==> src/rtl/multicycle_control_unit.sv <==
// Multicycle ARM-subset control unit: fetch/decode/memory/ALU/branch FSM with flag register.
// Define COND_EXEC_EN to enable condition-code checking; otherwise every instruction executes as AL.
module multicycle_control_unit #(
  parameter int         ALU_CTRL_W = 2,
  parameter logic [3:0] FLAG_RESET = 4'b0000
) (
  input  logic                  clk,
  input  logic                  rst_n,
  input  logic [3:0]            cond,
  input  logic [1:0]            op,
  input  logic [5:0]            funct,
  input  logic [3:0]            rd,
  input  logic [3:0]            ALUFlags,
  input  logic                  MemReady,
  output logic                  PCWrite,
  output logic                  IRWrite,
  output logic                  AdrSrc,
  output logic                  MemWrite,
  output logic                  RegWrite,
  output logic [1:0]            ResultSrc,
  output logic                  ALUSrcA,
  output logic [1:0]            ALUSrcB,
  output logic [1:0]            ImmSrc,
  output logic [1:0]            RegSrc,
  output logic [ALU_CTRL_W-1:0] ALUControl,
  output logic [3:0]            Flags,
  output logic [3:0]            State
);

  typedef enum logic [3:0] {
    FETCH  = 4'd0,
    DECODE = 4'd1,
    MEMADR = 4'd2,
    MEMRD  = 4'd3,
    MEMWB  = 4'd4,
    MEMWR  = 4'd5,
    EXECR  = 4'd6,
    EXECI  = 4'd7,
    ALUWB  = 4'd8,
    BRANCH = 4'd9
  } state_t;

  state_t                r_state;
  logic [3:0]            r_flags;
  logic                  w_cond_ok;
  logic                  w_alu_ok;
  logic                  w_cmp;
  logic                  w_set_flags;
  logic                  w_wb;
  logic [ALU_CTRL_W-1:0] w_alu;
  logic                  w_pcw;
  logic                  w_irw;
  logic                  w_mw;
  logic                  w_rw;

`ifdef COND_EXEC_EN
  logic w_n, w_z, w_c, w_v;
  assign {w_n, w_z, w_c, w_v} = r_flags;

  always_comb begin
    w_cond_ok = 1'b0;
    unique case (cond)
      4'b0000: w_cond_ok = w_z;
      4'b0001: w_cond_ok = !w_z;
      4'b0010: w_cond_ok = w_c;
      4'b0011: w_cond_ok = !w_c;
      4'b0100: w_cond_ok = w_n;
      4'b0101: w_cond_ok = !w_n;
      4'b0110: w_cond_ok = w_v;
      4'b0111: w_cond_ok = !w_v;
      4'b1000: w_cond_ok = w_c && !w_z;
      4'b1001: w_cond_ok = !w_c || w_z;
      4'b1010: w_cond_ok = (w_n == w_v);
      4'b1011: w_cond_ok = (w_n != w_v);
      4'b1100: w_cond_ok = !w_z && (w_n == w_v);
      4'b1101: w_cond_ok = w_z || (w_n != w_v);
      4'b1110: w_cond_ok = 1'b1;
      4'b1111: w_cond_ok = 1'b0;
    endcase
  end
`else
  logic w_unused_cond;
  assign w_unused_cond = ^cond;
  assign w_cond_ok     = 1'b1;
`endif

  // EOR/MOV only exist when ALUControl is wide enough to encode them
  always_comb begin
    w_alu_ok = 1'b1;
    w_alu    = '0;
    case (funct[4:1])
      4'b0100: w_alu = ALU_CTRL_W'(3'd0);
      4'b0010: w_alu = ALU_CTRL_W'(3'd1);
      4'b1010: w_alu = ALU_CTRL_W'(3'd1);
      4'b0000: w_alu = ALU_CTRL_W'(3'd2);
      4'b1100: w_alu = ALU_CTRL_W'(3'd3);
      4'b0001: begin
        if (ALU_CTRL_W >= 3) w_alu = ALU_CTRL_W'(3'd4);
        else                 w_alu_ok = 1'b0;
      end
      4'b1101: begin
        if (ALU_CTRL_W >= 3) w_alu = ALU_CTRL_W'(3'd5);
        else                 w_alu_ok = 1'b0;
      end
      default: w_alu_ok = 1'b0;
    endcase
  end

  assign w_cmp       = (funct[4:1] == 4'b1010);
  assign w_set_flags = funct[0] | w_cmp;
  assign w_wb        = w_alu_ok & ~w_cmp;

  always_ff @(posedge clk or negedge rst_n) begin
    if (!rst_n) begin
      r_state <= FETCH;
      r_flags <= FLAG_RESET;
    end else begin
      case (r_state)
        FETCH:  if (MemReady) r_state <= DECODE;
        DECODE: begin
          if (!w_cond_ok) r_state <= FETCH;
          else begin
            unique case (op)
              2'b00: r_state <= funct[5] ? EXECI : EXECR;
              2'b01: r_state <= MEMADR;
              2'b10: r_state <= BRANCH;
              2'b11: r_state <= FETCH;
            endcase
          end
        end
        MEMADR: r_state <= funct[0] ? MEMRD : MEMWR;
        MEMRD:  if (MemReady) r_state <= MEMWB;
        MEMWB:  r_state <= FETCH;
        MEMWR:  if (MemReady) r_state <= FETCH;
        EXECR, EXECI: begin
          r_state <= ALUWB;
          if (w_set_flags) r_flags <= ALUFlags;
        end
        ALUWB:   r_state <= FETCH;
        BRANCH:  r_state <= FETCH;
        default: r_state <= FETCH;
      endcase
    end
  end

  always_comb begin
    w_pcw      = 1'b0;
    w_irw      = 1'b0;
    w_mw       = 1'b0;
    w_rw       = 1'b0;
    AdrSrc     = 1'b0;
    ResultSrc  = 2'b00;
    ALUSrcA    = 1'b0;
    ALUSrcB    = 2'b00;
    ImmSrc     = 2'b00;
    RegSrc     = 2'b00;
    ALUControl = '0;
    case (r_state)
      FETCH: begin
        ALUSrcA   = 1'b1;
        ALUSrcB   = 2'b10;
        ResultSrc = 2'b10;
        w_irw     = MemReady;
        w_pcw     = MemReady;
      end
      MEMADR: begin
        ALUSrcB = 2'b01;
        ImmSrc  = 2'b01;
        RegSrc  = funct[0] ? 2'b00 : 2'b10;
      end
      MEMRD: AdrSrc = 1'b1;
      MEMWB: begin
        ResultSrc = 2'b01;
        w_rw      = 1'b1;
      end
      MEMWR: begin
        AdrSrc = 1'b1;
        w_mw   = 1'b1;
      end
      EXECR: ALUControl = w_alu;
      EXECI: begin
        ALUSrcB    = 2'b01;
        ALUControl = w_alu;
      end
      ALUWB: begin
        w_rw  = w_wb && (rd != 4'd15);
        w_pcw = w_wb && (rd == 4'd15);
      end
      BRANCH: begin
        ALUSrcB   = 2'b01;
        ImmSrc    = 2'b10;
        ResultSrc = 2'b10;
        RegSrc    = 2'b01;
        w_pcw     = 1'b1;
      end
      default: ;
    endcase
  end

  // strobes must vanish the instant reset asserts, even mid-access
  assign PCWrite  = w_pcw & rst_n;
  assign IRWrite  = w_irw & rst_n;
  assign MemWrite = w_mw & rst_n;
  assign RegWrite = w_rw & rst_n;
  assign Flags    = r_flags;
  assign State    = r_state;

endmodule

==> config.mk <==
export PLATFORM = sky130hd
export DESIGN_NAME = multicycle_control_unit
export DESIGN_NICKNAME = d
export VERILOG_FILES = /design/src/rtl/multicycle_control_unit.sv
export SDC_FILE = /design/constraint.sdc
export NUM_CORES = 1
export LEC_CHECK = 0
export BUFFER_PORTS_ARGS = -buffer_cell sky130_fd_sc_hd__buf_2
export CAP_MARGIN = 5
export CORE_UTILIZATION = 37
export DETAILED_ROUTE_END_ITERATION = 10
export PLACE_DENSITY = 0.75
export SETUP_SLACK_MARGIN = 0.05
export SYNTH_ARGS = -nofsm -noshare
export SYNTH_HDL_FRONTEND = slang
export SYNTH_SLANG_ARGS = --single-unit
==> constraint.sdc <==
create_clock -name clk -period 1.2 [get_ports clk]
set_clock_uncertainty 0.1 [all_clocks]
set_input_delay 0 -clock clk [delete_from_list [all_inputs] [get_ports clk]]
set_output_delay 0 -clock clk [all_outputs]
set_load 0.005 [all_outputs]
==> results.toml, run 1 <==
[status]
status = "did not finish"
stop_stage = "5_1_grt"
firstError = "[ERROR GRT-0232] Routing congestion too high. Check the congestion heatmap in the GUI."

[yosys]
async_reset_ff_share_pct = 100
seq_area_frac_synth_pct = 28.3
syn-num-nets = 103
ys.flop_type = "dfrtp_1"
synth_compound_area_share_pct = 15.9
synth_xor_area_share_pct = 2.48
synth.area.mux_share_pct = 9.91
synth-edff-count = 0
synth_fa_ha_area_share_pct = 0
ys_warn_count = 0
synth_cell_types = 37
synthCells = 80
syn_area_sq_um = 707
synth_top_family_by_area = "simple AND/OR/NAND/NOR gates"
ys_ff_latch = 8
synth_simple_gate_area_share_pct = 36.8
avgSynthCellArea_sq_um = 8.84

[die]
pin_count = 47
row_count = 15
dieHeight_um = 45.7
die_width_um = 45.7
start_util_pct = 40.1

[placed_design]
gp_congestion = 0.767
placed_area_sq_um = 1070
port_buffers = 42
dpl.hpwl_mm = 1.76

[sta]
worstEndpointType = "output port"
grt-worst-endpoint = "RegWrite"

[global_routing]
grt_max_degree = 11
grt.overflow.total = 15
grt_use_total_pct = 68.7

[clock_network]
root_buffer = "clkbuf_4"
cts_buffer_depth = 2
cts_buffers = 3
htreeDepth = 1
cts.sinks = 8
-- routing by layer --
metal	overflow	global-route usage, %
met1	0	69.4
met2	9	89.1
met3	0	42.5
met4	6	78.2
met5	0	0
-- through the flow --
stage / instances / worst slack [ns] / TNS, ns / hold WS [ns] / utilization, %
2_1_floorplan: 80 / -0.183 / -0.917 / -0.396 / -
3_3_place_gp: 161 / -0.167 / -1.81 / -0.228 / 60.6
3_5_place_dp: 161 / -0.197 / -2.28 / -0.227 / 60.6
4_1_cts: 181 / -0.423 / -6.11 / 0.0596 / 77.3
-- Yosys cell counts, types with 2 or more instances --
cell / instances / area (sq um)
buf_4: 3 / 22.5
nor3_1: 3 / 15.0
nor4_1: 4 / 25.0
dfrtp_1: 8 / 200
buf_2: 4 / 20.0
nand2b_1: 5 / 31.3
a21oi_1: 3 / 15.0
nor2b_1: 3 / 18.8
nor2b_2: 2 / 17.5
mux2_4: 4 / 60.1
o21ai_0: 2 / 10.0
and3_1: 4 / 25.0
nor2_1: 9 / 33.8
nand2_1: 3 / 11.3
-- logic make-up after synthesis --
logic type / Yosys count
AOI/OAI and AO/OA: 15
xor gates and xnor gates: 2
buffers and inverters: 8
DFF: 8
muxes: 5
and+or+nand+nor: 42
-- timing repair --
action | CTS
hold endpoints to repair | 14
hold buffers | 7
buffers inserted | 10
resized for setup | 30
pin swaps | 13
endpoints found under the setup margin | 24
==> run 2, diff against run 1 <==
--- a/config.mk
+++ b/config.mk
@@ -7,10 +7,10 @@
 export LEC_CHECK = 0
 export BUFFER_PORTS_ARGS = -buffer_cell sky130_fd_sc_hd__buf_2
 export CAP_MARGIN = 5
-export CORE_UTILIZATION = 37
+export CORE_AREA = 2 2 63 65
 export DETAILED_ROUTE_END_ITERATION = 10
-export PLACE_DENSITY = 0.75
-export SETUP_SLACK_MARGIN = 0.05
+export DIE_AREA = 0 0 65 67
+export PLACE_DENSITY_LB_ADDON = 0.15
 export SYNTH_ARGS = -nofsm -noshare
 export SYNTH_HDL_FRONTEND = slang
 export SYNTH_SLANG_ARGS = --single-unit
==> constraint.sdc (replaced) <==
create_clock -name clk -period 1.56 [get_ports clk]
set_clock_uncertainty 0.1 [all_clocks]
set_input_delay 0 -clock clk [delete_from_list [all_inputs] [get_ports clk]]
set_output_delay 0 -clock clk [all_outputs]
set_load 0.005 [all_outputs]
==> run 2 against run 1 <==
Effect of this change: the flow now finishes, with violations (negative setup slack); area after synthesis did not move; synthesized cell count is the same.
==> results.toml, run 2 <==
[status]
status = "finished, violations left"
violations = "negative setup slack"

[detailed_routing]
first_iter_violations = 24
wl_mm = 2.40
drt_pass1_iterations = 4
viasPerCell = 4.50
ant_nets = 0
wl_per_cell_um = 13.0
drc = 0
vias = 832

[yosys]
synth_commonest_cells = "nor2_1 (9), dfrtp_1 (8), nand2b_1 (5)"
synth_cell_types = 37
avgSynthCellArea_sq_um = 8.84
synth_area_leaders = "dfrtp_1 (28%), mux2_4 (8.5%), nor2_1 (4.8%)"
syn-num-nets = 103
synth_top_area_cell = "dfrtp_1"
async_reset_ff_share_pct = 100
ys_warn_count = 0
synth-edff-count = 0
ys.flop_type = "dfrtp_1"
seq_area_frac_synth_pct = 28.3
synthCells = 80
syn_area_sq_um = 707
synth_top_area_share_pct = 28.3
synth_most_common_cell = "nor2_1"
ys_ff_latch = 8

[sta]
whs_ns = 0.00495
setup_viol = 1
slew_headroom_pct = 82.3
period_minus_slack_ns = 1.61
tightestPinTransition_ns = 0.266
period_share_pct = 103
hold_violations = 0
finalSetupTns_ns = -0.0509
final-max-slew-violation-count = 0
rsz0062_at_grt = "true"
fmax_ghz = 0.621
fin_ws_ns = -0.0509

[power]
internal-power_mw = 1.23
powerDensity_nw_per_um2 = 1690
power.total_mw = 2.09
switchingPower_mw = 0.863
combPwrFrac_pct = 69.9
p_clk_share_pct = 12.5
p_seq_share_pct = 17.6
power_switching_share_pct = 41.2
ir_worst_vdd_v = 0.000363
p_leak_nw = 0.606

[placed_design]
pre_cts_ws_ns = 0.112
placed_area_sq_um = 987
dp.cells = 170
port_buffers = 42
gp_congestion = 0.692
dpl.hpwl_mm = 1.75

[global_routing]
grt_pass1_vias = 790
grt_use_total_pct = 11.2
antenna_found_initial = 0
grt_max_degree = 13
grt.overflow.total = 0
grt_pass1_wl_mm = 3.73

[clock_network]
root_buffer = "clkbuf_8"
cts.sinks = 8
clk_latency_ns = 0.24
cts_buffers = 3
clkTransAtPathRegs_ns = 0.05
htreeDepth = 1
cts_buffer_depth = 2
tritoncts = "built"

[layout]
drive_gt1_share_pct = 62.0
final_cell_mix = "buf_2 (42), buf_4 (12), nor2_1 (7), dlygate4sd3_1 (6), dfrtp_1 (5)"
finalNonFillerCells = 185
layout_commonest_cell = "buf_2"
antenna_cells = 0
nets = 162
final_cell_area_sq_um = 1240
syn_to_final_growth_pct = 75.2
fin_util_pct = 34.4

[critical_path]
critical_path_class = "reg -> out"
ff2ff_path_depth = 5
cpPeakStageDelay_ns = 0.41
required_ns = 1.46
rr_startpoint = "State[3]$_DFFE_PN0P_"
critPathLaunchType = "register"
crit_fanout = 3
worstReg2RegEnd = "Flags[2]$_DFFE_PN0P_"
cp_slowest_cell = "dfrtp_2"
cp.arrival_ns = 1.51
r2r_slack_ns = 0.02
worstPathCellList = "a211o_1 -> nor3_4 -> a41oi_2 -> nor2b_1 -> buf_2"
cp-end-kind = "output port"

[worst_hold_path]
hold-path-endpoint = "State[3]$_DFFE_PN0P_"
hp-start = "op[1]"
hold_class = "in -> reg"
worstHoldPathCells = 3

[job]
drv_cap = 0

[die]
die-area_sq_um = 4360
start_util_pct = 19.6
die_width_um = 65
core-area_sq_um = 3610
pin_count = 47
dieHeight_um = 67
row_count = 22
-- run 2: timing repair --
| item | CTS | global route |
|---|---|---|
| setup buffers | 4 | 2 |
| pin swaps | 2 | 4 |
| endpoints found under the setup margin | 5 | 6 |
| resized for setup | 6 | 15 |
| hold buffers | 6 | 0 |
| endpoints found under the hold margin | 13 | 0 |
-- run 2: area by class of cell --
cell class              count  area, sq um
fillers                   378         2370
multi-input cells          64          558
well taps                  48         60.1
flip-flops and latches      8          204
clock buffers               3         41.3
repair buffers             61          372
inverters                   1         3.75
-- run 2: worst max path at each step --
stage                               startpoint                    to  slack, ns  depth (start not counted)
after CTS                 State[0]$_DFFE_PN0P_              RegWrite      -0.10                          5
final                     State[0]$_DFFE_PN0P_              RegWrite      -0.05                          5
after floorplan           State[3]$_DFFE_PN0P_  Flags[0]$_DFFE_PN0P_       0.16                          5
after detailed placement  State[0]$_DFFE_PN0P_              RegWrite       0.11                          5
after global placement    State[0]$_DFFE_PN0P_  State[2]$_DFFE_PN0P_       0.11                          4
after global routing      State[0]$_DFFE_PN0P_              RegWrite      -0.13                          5
-- run 2: per-layer routing --
| metal | global-route usage (%) | part of all wire (%) | vias up |
|---|---|---|---|
| li1 | - | - | 406 |
| met1 | 13.8 | 43 | 400 |
| met2 | 19.6 | 51 | 24 |
| met3 | 2.03 | 4.8 | 2 |
| met4 | 3.99 | 1.1 | 0 |
| met5 | 0 | 0 | - |
-- run 2: cell families (layout without fill, tap and decap cells) --
group           after synthesis  after routing  synth area share (%)
mux                           5              5                  9.91
buf+inv                       8             65                  6.55
xor+xnor                      2              2                  2.48
flops                         8              8                  28.3
compound gates               15             15                  15.9
simple gates                 42             42                  36.8
-- run 2: critical path: cells and delay by family, from the launching register on --
| family | cells | cell delay, ns |
|---|---|---|
| and+or+nand+nor | 2 | 0.31 |
| AOI/OAI and AO/OA | 2 | 0.44 |
| buffers and inverters | 1 | 0.12 |
| DFF | 1 | 0.41 |
-- run 2: power groups by stage --
stage | registers, mW | clock network [mW] | logic (mW)
after detailed placement | 0.418 | 0 | 1.09
after global placement | 0.410 | 0 | 1.10
after floorplan | 0.379 | 0 | 0.691
after CTS | 0.377 | 0.257 | 1.30
after global routing | 0.382 | 0.292 | 1.62
final | 0.368 | 0.262 | 1.46
Note: power is estimated with default switching activity, not from simulation.
==> run 3, diff against run 2 <==
--- a/config.mk
+++ b/config.mk
@@ -10,6 +10,7 @@
 export CORE_AREA = 2 2 63 65
 export DETAILED_ROUTE_END_ITERATION = 10
 export DIE_AREA = 0 0 65 67
+export GPL_TIMING_DRIVEN = 0
 export PLACE_DENSITY_LB_ADDON = 0.15
 export SYNTH_ARGS = -nofsm -noshare
 export SYNTH_HDL_FRONTEND = slang
==> run 3 against run 2 <==
Effect of this change: critical path type unchanged; the run still ends with negative setup slack left; first-iteration DRC count rose by 21%; via count fell by 2.9%; clock power fell by 5%; die area did not move; critical endpoint unchanged; wire length fell by 4.3%.
==> results.toml, run 3 (same netlist as run 2, synthesis figures left out) <==
[status]
status = "finished, violations left"
violations = "negative setup slack"

[die]
row_count = 22
pin_count = 47
die_width_um = 65
core-area_sq_um = 3610
dieHeight_um = 67
die-area_sq_um = 4360
start_util_pct = 19.6

[detailed_routing]
viasPerCell = 4.39
ant_nets = 0
first_iter_violations = 29
wl_mm = 2.30
vias = 808
drc = 0
drt_pass1_iterations = 4
wl_per_cell_um = 12.5

[layout]
syn_to_final_growth_pct = 65.7
final_cell_mix = "buf_2 (42), nor2_1 (9), buf_4 (8), dlygate4sd3_1 (7), dfrtp_1 (6)"
layout_commonest_cell = "buf_2"
antenna_cells = 0
finalNonFillerCells = 184
final_cell_area_sq_um = 1170
nets = 161
drive_gt1_share_pct = 54.4

[critical_path]
required_ns = 1.46
critPathLaunchType = "register"
cpPeakStageDelay_ns = 0.41
cp_slowest_cell = "dfrtp_1"
critical_path_class = "reg -> out"
worstPathCellList = "a211o_1 -> nor3_4 -> a41oi_1 -> nor2b_1 -> buf_2"
cp.arrival_ns = 1.46
cp-end-kind = "output port"
crit_fanout = 4
cp_num_buf_inv = 1
crit_start = "State[0]$_DFFE_PN0P_"
rr_startpoint = "State[3]$_DFFE_PN0P_"
path_delay_family = "compound AO/OA/AOI/OAI gates"

[global_routing]
use_met3_pct = 1.35
busiest_layer = "met2"
grt_pass1_vias = 785
grt_util_met2_pct = 18.8
antenna_found_initial = 0
grtUsageMet1_pct = 13.8
grt_use_total_pct = 11.0
grt.overflow.total = 0
grt_max_degree = 13
grt_pass1_wl_mm = 3.68

[job]
drv_cap = 0

[sta]
rsz0062_at_grt = "true"
period_share_pct = 100
fin_ws_ns = -0.00285
final-max-slew-violation-count = 0
period_minus_slack_ns = 1.56
tightestPinTransition_ns = 0.328
hold_violations = 0
fmax_ghz = 0.640
setup_viol = 1
slew_headroom_pct = 77.9

[clock_network]
root_buffer = "clkbuf_8"
cts.sinks = 8
tritoncts = "built"
cts_buffer_depth = 2
cts_buffers = 3
clk_latency_ns = 0.23
htreeDepth = 1
clkTransAtPathRegs_ns = 0.04

[placed_design]
dpl.hpwl_mm = 1.64
pre_cts_ws_ns = 0.0655
dp.cells = 170
port_buffers = 42
placed_area_sq_um = 977
gp_congestion = 0.703

[worst_hold_path]
hold_class = "in -> async"

[power]
p_leak_nw = 0.582
ir_worst_vdd_v = 0.000348
powerDensity_nw_per_um2 = 1640
[run 3: layout make-up]
type | instances | area, sq um
plain buffers | 7 | 63.8
clock buffers | 3 | 41.3
fillers | 377 | 2430
inverters | 1 | 3.75
multi-input cells | 64 | 489
flip-flops and latches | 8 | 203
well taps | 48 | 60.1
repair buffers | 53 | 310
[run 3: metrics by stage]
stage	TNS, ns	hold WS [ns]	total power [mW]	utilization (%)
final	-0.00285	0.0797	1.92	32.5
after global routing	-0.233	0.0956	2.10	32.5
after CTS	-0.0186	0.0734	1.84	31.2
after detailed placement	0	-0.212	1.47	27.1
after global placement	0	-0.215	1.48	27.1
after floorplan	0	-0.396	1.07	-
[run 3: final timing paths]
check / slack (ns) / depth (start not counted) / end
worst min register to register: 0.40 / 1 / Flags[2]$_DFFE_PN0P_
worst max-delay path: -0.003 / 5 / RegWrite
max in group asynchronous: 1.04 / 2 / State[2]$_DFFE_PN0P_
min in group clk: 0.08 / 3 / State[1]$_DFFE_PN0P_
worst max register to register: 0.10 / 5 / Flags[3]$_DFFE_PN0P_
worst min-delay path: 0.08 / 2 / State[0]$_DFFE_PN0P_
[run 3: per-layer routing]
metal  wire [um]  up-vias
met5           0        -
met4          10        0
met3          94        2
met2        1170       24
met1        1020      380
li1            -      402
[run 3: worst reg2reg max path: cells and delay by family (launching register included)]
kind / cells / cell delay, ns
multiplexers: 1 / 0.30
AO/OA/AOI/OAI: 1 / 0.08
AND/OR/NAND/NOR: 2 / 0.32
buffers and inverters: 1 / 0.15
flip-flops: 1 / 0.38
[run 3: power breakdown]
part	internal [mW]	leakage, nW	switching [mW]
Sequential	0.304	0.102	0.0913
Clock	0.167	0.0216	0.0824
Combinational	0.684	0.459	0.592
Total	1.15	0.582	0.766
[run 3: what timing repair did]
action / CTS / global route
resized for setup: 8 / 6
hold buffers: 7 / 0
setup buffers: 1 / 3
endpoints found under the setup margin: 9 / 6
hold endpoints to repair: 14 / 0
